### src/rtl/timer_apb_sequencer.sv
// timer_apb_sequencer: APB master that loads and starts the 8-bit timer,
// polls its status flag for a set number of periods, then stops it.
module timer_apb_sequencer #(
    parameter int unsigned POLL_GAP = 4,
    parameter int unsigned TIMEOUT  = 1023
) (
    input  logic       pclk,
    input  logic       presetn,
    input  logic       start,
    input  logic       abort,
    input  logic [7:0] cfg_tdr,
    input  logic       cfg_updown,
    input  logic [1:0] cfg_cks,
    input  logic [7:0] cfg_periods,
    output logic       busy,
    output logic       done,
    output logic       err,
    output logic [7:0] event_cnt,
    output logic       psel,
    output logic       penable,
    output logic       pwrite,
    output logic [7:0] paddr,
    output logic [7:0] pwdata,
    input  logic [7:0] prdata,
    input  logic       pready,
    input  logic       pslverr
);
    localparam int unsigned   TW       = $clog2(TIMEOUT + 1);
    localparam logic [7:0]    GAP_LAST = 8'(POLL_GAP - 1);
    localparam logic [TW-1:0] TMO_MAX  = TW'(TIMEOUT);

    typedef enum logic [3:0] {
        S_IDLE, S_WR_TDR, S_WR_LOAD, S_WR_RUN, S_POLL_WAIT,
        S_RD_TSR, S_WR_CLR, S_WR_STOP, S_DONE
    } state_t;

    state_t        state_q, state_d;
    logic          access_q, access_d;
    logic [7:0]    gap_q, gap_d;
    logic [TW-1:0] tmo_q, tmo_d;
    logic          err_q, err_d;
    logic [7:0]    cnt_q, cnt_d;
    logic          abort_q, abort_d;

    logic [7:0] tdr_q, periods_q;
    logic       updown_q;
    logic [1:0] cks_q;

    logic xfer, xfer_done, abort_ok, abort_hit, bail;
    logic flag_hit, last_period, accept;
    logic [7:0] flag_mask;

    assign accept    = (state_q == S_IDLE) && start;
    assign xfer      = (state_q == S_WR_TDR)  || (state_q == S_WR_LOAD) ||
                       (state_q == S_WR_RUN)  || (state_q == S_RD_TSR)  ||
                       (state_q == S_WR_CLR)  || (state_q == S_WR_STOP);
    assign xfer_done = xfer && access_q && pready;
    assign abort_ok  = (state_q != S_IDLE) && (state_q != S_DONE) &&
                       (state_q != S_WR_STOP);
    // an abort seen at any point of a transfer is held until it completes
    assign abort_hit = abort_ok && (abort || abort_q);
    assign bail      = xfer_done && (pslverr || abort_hit);
    assign flag_mask = {6'b0, updown_q, ~updown_q};
    assign flag_hit  = |(prdata & flag_mask);
    assign last_period = (cnt_q + 8'd1) == periods_q;

    always_ff @(posedge pclk or negedge presetn) begin
        if (!presetn) begin
            state_q  <= S_IDLE;
            access_q <= 1'b0;
            gap_q    <= '0;
            tmo_q    <= '0;
            err_q    <= 1'b0;
            cnt_q    <= '0;
            abort_q  <= 1'b0;
        end else begin
            state_q  <= state_d;
            access_q <= access_d;
            gap_q    <= gap_d;
            tmo_q    <= tmo_d;
            err_q    <= err_d;
            cnt_q    <= cnt_d;
            abort_q  <= abort_d;
        end
    end

    always_ff @(posedge pclk or negedge presetn) begin
        if (!presetn) begin
            tdr_q     <= '0;
            periods_q <= '0;
            updown_q  <= 1'b0;
            cks_q     <= '0;
        end else if (accept) begin
            tdr_q     <= cfg_tdr;
            periods_q <= cfg_periods;
            updown_q  <= cfg_updown;
            cks_q     <= cfg_cks;
        end
    end

    always_comb begin
        state_d  = state_q;
        access_d = access_q;
        gap_d    = gap_q;
        tmo_d    = tmo_q;
        err_d    = err_q;
        cnt_d    = cnt_q;
        abort_d  = abort_q;
        if (xfer) access_d = access_q ? !pready : 1'b1;
        if (accept) abort_d = 1'b0;
        else if (abort_ok && abort) abort_d = 1'b1;
        if (state_q == S_POLL_WAIT) gap_d = gap_q + 8'd1;
        if ((state_q == S_POLL_WAIT || state_q == S_RD_TSR) &&
            tmo_q != TMO_MAX)
            tmo_d = tmo_q + 1'b1;
        unique case (state_q)
            S_IDLE: if (start) begin
                state_d = S_WR_TDR;
                err_d   = 1'b0;
                cnt_d   = '0;
            end
            S_WR_TDR, S_WR_LOAD, S_WR_RUN: if (bail) begin
                state_d = S_WR_STOP;
                err_d   = 1'b1;
            end else if (xfer_done) begin
                if (state_q == S_WR_TDR) state_d = S_WR_LOAD;
                else if (state_q == S_WR_LOAD) state_d = S_WR_RUN;
                else begin
                    state_d = S_POLL_WAIT;
                    gap_d   = '0;
                    tmo_d   = '0;
                end
            end
            S_POLL_WAIT: if (abort_hit || tmo_q >= TMO_MAX) begin
                state_d = S_WR_STOP;
                err_d   = 1'b1;
            end else if (gap_q >= GAP_LAST) begin
                state_d = S_RD_TSR;
            end
            S_RD_TSR: if (bail) begin
                state_d = S_WR_STOP;
                err_d   = 1'b1;
            end else if (xfer_done) begin
                state_d = flag_hit ? S_WR_CLR : S_POLL_WAIT;
                gap_d   = '0;
            end
            S_WR_CLR: if (xfer_done) begin
                if (!pslverr) cnt_d = cnt_q + 8'd1;
                if (bail || last_period) begin
                    state_d = S_WR_STOP;
                    err_d   = err_q | bail;
                end else begin
                    state_d = S_POLL_WAIT;
                    gap_d   = '0;
                    tmo_d   = '0;
                end
            end
            S_WR_STOP: if (xfer_done) begin
                state_d = S_DONE;
                if (pslverr) err_d = 1'b1;
            end
            S_DONE: state_d = S_IDLE;
            default: state_d = S_IDLE;
        endcase
    end

    always_comb begin
        pwrite = 1'b0;
        paddr  = 8'h00;
        pwdata = 8'h00;
        unique case (state_q)
            S_WR_TDR: begin
                pwrite = 1'b1;
                pwdata = tdr_q;
            end
            S_WR_LOAD: begin
                pwrite = 1'b1;
                paddr  = 8'h01;
                pwdata = {2'b10, updown_q, 1'b0, 2'b00, cks_q};
            end
            S_WR_RUN: begin
                pwrite = 1'b1;
                paddr  = 8'h01;
                pwdata = {2'b00, updown_q, 1'b1, 2'b00, cks_q};
            end
            S_RD_TSR: paddr = 8'h02;
            S_WR_CLR: begin
                pwrite = 1'b1;
                paddr  = 8'h02;
            end
            S_WR_STOP: begin
                pwrite = 1'b1;
                paddr  = 8'h01;
                pwdata = {2'b00, updown_q, 1'b0, 2'b00, cks_q};
            end
            default: pwrite = 1'b0;
        endcase
    end

    assign psel      = xfer;
    assign penable   = xfer && access_q;
    assign busy      = state_q != S_IDLE;
    assign done      = state_q == S_DONE;
    assign err       = err_q;
    assign event_cnt = cnt_q;
endmodule

### config.mk
export PLATFORM = sky130hd
export DESIGN_NAME = timer_apb_sequencer
export DESIGN_NICKNAME = d
export VERILOG_FILES = /design/src/rtl/timer_apb_sequencer.sv
export SDC_FILE = /design/constraint.sdc
export NUM_CORES = 1
export LEC_CHECK = 0
export CORE_ASPECT_RATIO = 0.9
export CORE_MARGIN = 8
export CORE_UTILIZATION = 34
export CTS_BUF_LIST = sky130_fd_sc_hd__clkbuf_4 sky130_fd_sc_hd__clkbuf_8
export DETAILED_ROUTE_END_ITERATION = 8
export GPL_TIMING_DRIVEN = 0
export SKIP_CTS_REPAIR_TIMING = 1
export SYNTH_ARGS = -nofsm -noshare
export SYNTH_HDL_FRONTEND = slang
export SYNTH_SLANG_ARGS = --single-unit
### constraint.sdc
create_clock -name pclk -period 5.83 [get_ports pclk]
set_clock_uncertainty 0.2 [all_clocks]
set_input_delay 1.749 -clock pclk [delete_from_list [all_inputs] [get_ports pclk]]
set_output_delay 1.749 -clock pclk [all_outputs]
set_load 0.005 [all_outputs]
==> metrics.md <==
| Metric | Value |
|---|---|
| Fillcell total | `848` |
| Synth Area per Inst | `9.74 µm²` |
| Worst Hold Class | `reg2reg` |
| Post-DR wirelength/cell | `14.9 µm` |
| Maxcap violations | `0` |
| Clk_lat worst skew | `0.30 ns` |
| Worst r2r dst | `tmo_q[4]$_DFF_PN0_` |
| Worst Min Path Start | `tdr_q[6]$_DFFE_PN0P_` |
| Final Setup Violations | `0` |
| Vias/cell | `5.04` |
| Register area | `1300 µm²` |
| FF-to-FF setup slack | `2.77 ns` |
| Most used DFF post-synth | `dfrtp_1` |
| Fin crit period | `4.62 ns` |
| Worst-path maximum fanout | `10` |
| Cell area after synthesis | `3020 µm²` |
| CTS Buf Count | `5` |
| CTS sink cnt | `52` |
| Worst-path clk slew | `0.10 ns` |
| Die height | `105 µm` |
| CTS tree | `yes` |
| Register area share after synthesis | `43.1%` |
| Total wire length | `7340 µm` |
| Share of cells above drive strength 1 | `14.2%` |
| Worst slew margin | `36.7%` |
| ANT cells | `0` |
| Clk buf depth | `2` |
| Core area | `8610 µm²` |
| WHS Endpoint | `tdr_q[6]$_DFFE_PN0P_` |
| Worst-case reg-to-reg path depth | `7` |
| Total grt overflow | `0` |
| Static Leak | `1.54 nW` |
| Critical path's largest stage delay | `0.53 ns` |
| Detailed Routing Iterations Pass 1 | `4` |
| FMAX | `216 MHz` |
| Starting DRT DRC Count | `112` |
| RSZ-0062 raised after global routing | `no` |
| Crit Path Category | `reg2out` |
| # rows | `32` |
| Final instance area | `3790 µm²` |
| R2R Path Start | `event_cnt[0]$_DFFE_PN0P_` |
| Count of buffers from port buffering | `50` |
| Final Cycle Share | `79.2%` |
| Asr flop ratio synth | `100%` |
| Starting Density | `35.1%` |
| First-pass GRT wire length | `12300 µm` |
| Yosys warns | `0` |
| Flops & latches, synth | `52` |
| Synth unique cells | `53` |
| Post-DP Area | `3700 µm²` |
| Critical Path Start Type | `register` |
| Routability congestion estimate | `0.851` |
| Largest net degree at the start of global routing | `34` |
| Status | `finished clean` |
| Final WS setup | `1.21 ns` |
| Crit path cell chain | `buf_2 > buf_1 > inv_1 > nand2_1 > nor3_1 > a22o_1 > clkdlybuf4s50_1` |
| DIE AREA | `12200 µm²` |
| Die Span X | `115 µm` |
| Worst Hold Depth | `1` |
| Worst VDD drop | `0.224 mV` |
| H-tree Lvls | `2` |
| Mapped Cells | `310` |
| Area Overhead vs Synth | `25.5%` |
| Required time of the critical path | `3.88 ns` |
| Final Hold Fails | `0` |
| Via count | `2484` |
| Worst Path Arrival | `2.67 ns` |
| Worst Setup SP | `state_q[1]$_DFFE_PN0P_` |
| Vias in the first global route | `2384` |
| Area of the multi-input gates | `1570 µm²` |
| Worst-margin pin slew | `0.942 ns` |
| Slowest CP cell | `nor3_1` |
| Pre-CTS WS | `1.54 ns` |
| GRT Total Usage | `12.3%` |
| Drt drc | `0` |
| Fin. max-slew vios | `0` |
| Routed Antenna Nets | `0` |
| Root buffer cell | `clkbuf_8` |
| Post-DP HPWL | `5470 µm` |
| PD cells | `462 nW/µm²` |
| Setup_tns | `0 ns` |
| Initial antenna violation count | `0` |
| Final-stage net count | `409` |
| Post-synth EDFFs | `0` |
| Top Ports | `63` |
| CP Capture Type | `primary output` |
-- cells in the final DEF, fill, tap and decap left out, drive strengths merged, types with 2 or more instances in the layout --
master,n
a211oi,5
a21oi,8
a22o,4
a311oi,3
a31oi,5
and2,7
and3,4
and4,2
buf,21
clkbuf,9
clkdlybuf4s50,49
clkinv,3
conb,6
dfrtp,52
ha,3
inv,5
mux2,19
mux2i,3
nand2,25
nand2b,3
nand3,12
nand4,5
nand4b,2
nor2,37
nor2b,5
nor3,6
nor3b,3
nor4,4
o211ai,2
o21a,2
o21ai,11
o31ai,3
o32a,2
o41ai,3
or3,3
xnor2,11
xor2,16
-- kinds of logic (layout without fill, tap and decap cells) --
kind of cell             Yosys count  count (layout)  synth area share (%)
buffers and inverters             28              87                  5.35
flip-flops                        52              52                  43.1
multiplexers                      22              22                  8.08
AO/OA/AOI/OAI                     54              54                  12.9
adder cells (fa/ha/maj)            4               4                  1.58
AND/OR/NAND/NOR                  122             122                  21.0
XOR/XNOR                          27              27                  7.84
other                              1               6                 0.124
-- critical path, delay by kind of cell (launching register included) --
family	cells	cell delay, ns
flip-flops	1	0.36
buffers and inverters	4	1.13
AO/OA/AOI/OAI	1	0.24
AND/OR/NAND/NOR	2	0.63
-- power by group --
part	switching (mW)	total (mW)	internal (mW)
clock	0.124	0.208	0.0841
combinational	0.437	0.895	0.458
sequential	0.130	0.647	0.517
total	0.691	1.75	1.06
-- routing by layer --
layer  track usage (%)  share of wire (%)
met3              4.39                7.4
met1              17.2                 50
met2              17.6                 42
met5                 0                  0
met4              3.19               0.95
-- final cells by class --
type | count | share of cell area (%)
Buffer | 23 | 3.76
Clock buffer | 5 | 1.82
Clock inverter | 3 | 0.495
Inverter | 5 | 0.495
Multi-Input combinational cell | 235 | 41.5
Sequential cell | 52 | 34.3
Tap cell | 119 | 3.93
Timing Repair Buffer | 51 | 13.6
-- per-stage QoR --
stage | hold slack, ns | util, % | instances | total power, mW
after CTS | 0.311 | 44.0 | 493 | 1.76
final | 0.307 | 44.0 | 493 | 1.75
after floorplan | 0.271 | - | 315 | 1.24
after global routing | 0.322 | 44.0 | 493 | 1.90
after global placement | 0.279 | 42.8 | 484 | 1.53
after detailed placement | 0.287 | 43.0 | 485 | 1.55
-- Yosys cell counts (6+ instances only) --
cell type  instances  area (µm²)
xnor2_1           11        96.3
o21ai_0           11        55.1
buf_4              7        52.6
nand2_1           25        93.8
xor2_1            16         140
mux2_2            19         214
buf_2              6        30.0
nand3_1           11        55.1
dfrtp_1           52        1300
nor2_1            37         139
nor3_1             6        30.0
and2_1             6        37.5
a21oi_1            8        40.0
-- how the worst max path moves through the flow --
| stage | end | slack, ns | depth (start not counted) |
|---|---|---|---|
| 3_5_place_dp | pwdata[5] | 1.54 | 7 |
| 3_3_place_gp | event_cnt[2]$_DFFE_PN0P_ | 1.07 | 1 |
| 4_1_cts | pwdata[0] | 1.19 | 7 |
| 6_report | pwdata[0] | 1.21 | 7 |
| 2_1_floorplan | pwdata[0] | 2.39 | 5 |
| 5_1_grt | pwdata[5] | 1.06 | 7 |
-- registers in the layout, summed over array words and instances, names as in the netlist --
| register | cells |
|---|---|
| tmo_q | 10 |
| err | 1 |
| updown_q | 1 |
| cks_q | 2 |
| event_cnt | 8 |
| tdr_q | 8 |
| periods_q | 8 |
| gap_q | 8 |
| access_q | 1 |
| state_q | 4 |
| abort_q | 1 |
Note: power is estimated with default switching activity, not from simulation.
==> RTL edit (same flow settings) <==
Make the reset (`presetn`) synchronous in 2 clocked blocks.
--- a/src/rtl/timer_apb_sequencer.sv
+++ b/src/rtl/timer_apb_sequencer.sv
@@ -64,7 +64,7 @@
     assign flag_hit  = |(prdata & flag_mask);
     assign last_period = (cnt_q + 8'd1) == periods_q;
 
-    always_ff @(posedge pclk or negedge presetn) begin
+    always_ff @(posedge pclk) begin
         if (!presetn) begin
             state_q  <= S_IDLE;
             access_q <= 1'b0;
@@ -84,7 +84,7 @@
         end
     end
 
-    always_ff @(posedge pclk or negedge presetn) begin
+    always_ff @(posedge pclk) begin
         if (!presetn) begin
             tdr_q     <= '0;
             periods_q <= '0;
Check against the original RTL: differs if presetn is asserted again (counterexample within 4 cycles, from zero or initial values and one cycle with presetn low); with presetn held inactive, the same outputs for 10 cycles.
==> RTL edit against the original RTL <==
Final area fell by 1.9%. Wire length rose by 5.9%. Count of clock-buffer cells in the layout did not move. Sequential cell count did not move. Die area fell by 1.5%. Worst hold slack got worse by 0.042 ns. Synthesized area fell by 1.7%. Setup slack got worse by 0.028 ns. Via count rose by 13%. Total power fell by 33%. Critical endpoint is now pwdata[5]. Largest power group unchanged.
==> RTL edit: results (changes against the original RTL) <==
Outcome
  – Outcome: complete, no violations

Synth
  – Mux cell area share after synthesis: 1.39% (-6.7 points)
  – Synth top cells by count: nand2_1, dfxtp_1, nor2_1, a21boi_0
  – Top FF cell, synth: dfxtp_1
  – Post-synth cell types: 58 (+9.4%)
  – Complex-gate fraction of the synthesized area: 20.9% (+8.0 points)
  – Synth area leaders: dfxtp_1, nand2_1, a21boi_0
  – Share of flip-flops with an asynchronous set or reset: 0% (-100 points)
  – Xor and xnor fraction of the mapped netlist area: 6.79% (-1.0 points)

Placed design
  – Setup WS pre-CTS: 1.55 ns (+0.0103 ns)
  – Post-place instance area: 3620 sq um (-2.1%)
  – Placed cells: 551 (+14%)

Timing
  – Relative slew slack: 38.8% (+2.1 points)
  – Worst hold slack: 0.265 ns (-0.0420 ns)
  – Period utilization: 79.7% (+0.48 points)

Power
  – Leak: 1.30 nW (-15%)

Worst setup path
  – Worst R2R End: tmo_q[1]$_SDFF_PN0_
  – Crit Reg-Reg Startpoint: event_cnt[0]$_SDFFE_PN0P_
  – Reg2Reg Depth: 8 (+1)
  – Worst setup path startpoint: state_q[1]$_SDFFE_PN0P_
  – Critical path's largest stage delay: 0.51 ns (-0.02 ns)
  – Critical path destination: pwdata[5]
  – CP max-delay cell: clkdlybuf4s50_1

Global route
  – GRT Util Overall: 13.4% (+1.1 points)

Worst hold path
  – Worst hold path depth: 2 (+1)
[RTL edit: cell count changes in the layout (fill, tap and decap cells not counted), sizes merged, moves of 4 or more]
cell	unedited run	this run
o21ai	11	18
nand2	25	62
a21oi	8	16
a31oi	5	1
nor2b	5	11
buf	21	11
mux2	19	1
nor3	6	16
nor2	37	43
xor2	16	11
dfrtp	52	0
clkbuf	9	20
dfxtp	0	52
a21boi	1	22
[RTL edit: metal layers]
layer / share of wire, % / vias to the layer above / GRT usage (%)
li1: - / 1428 / -
met1: 48 / 1289 / 17.8
met2: 43 / 76 / 20.5
met3: 7.7 / 13 / 3.62
met4: 1.7 / 0 / 4.27
met5: 0 / - / 0
[RTL edit: layout make-up]
class                      count  area (sq um)
clock buffer                   5          68.8
inverter                       2          7.51
clock inverter                 3          22.5
timing repair buffer          49           490
multi-input combinational    303          1800
fill                         884          4810
sequential                    52          1040
buffer                        26           131
tap                          119           149
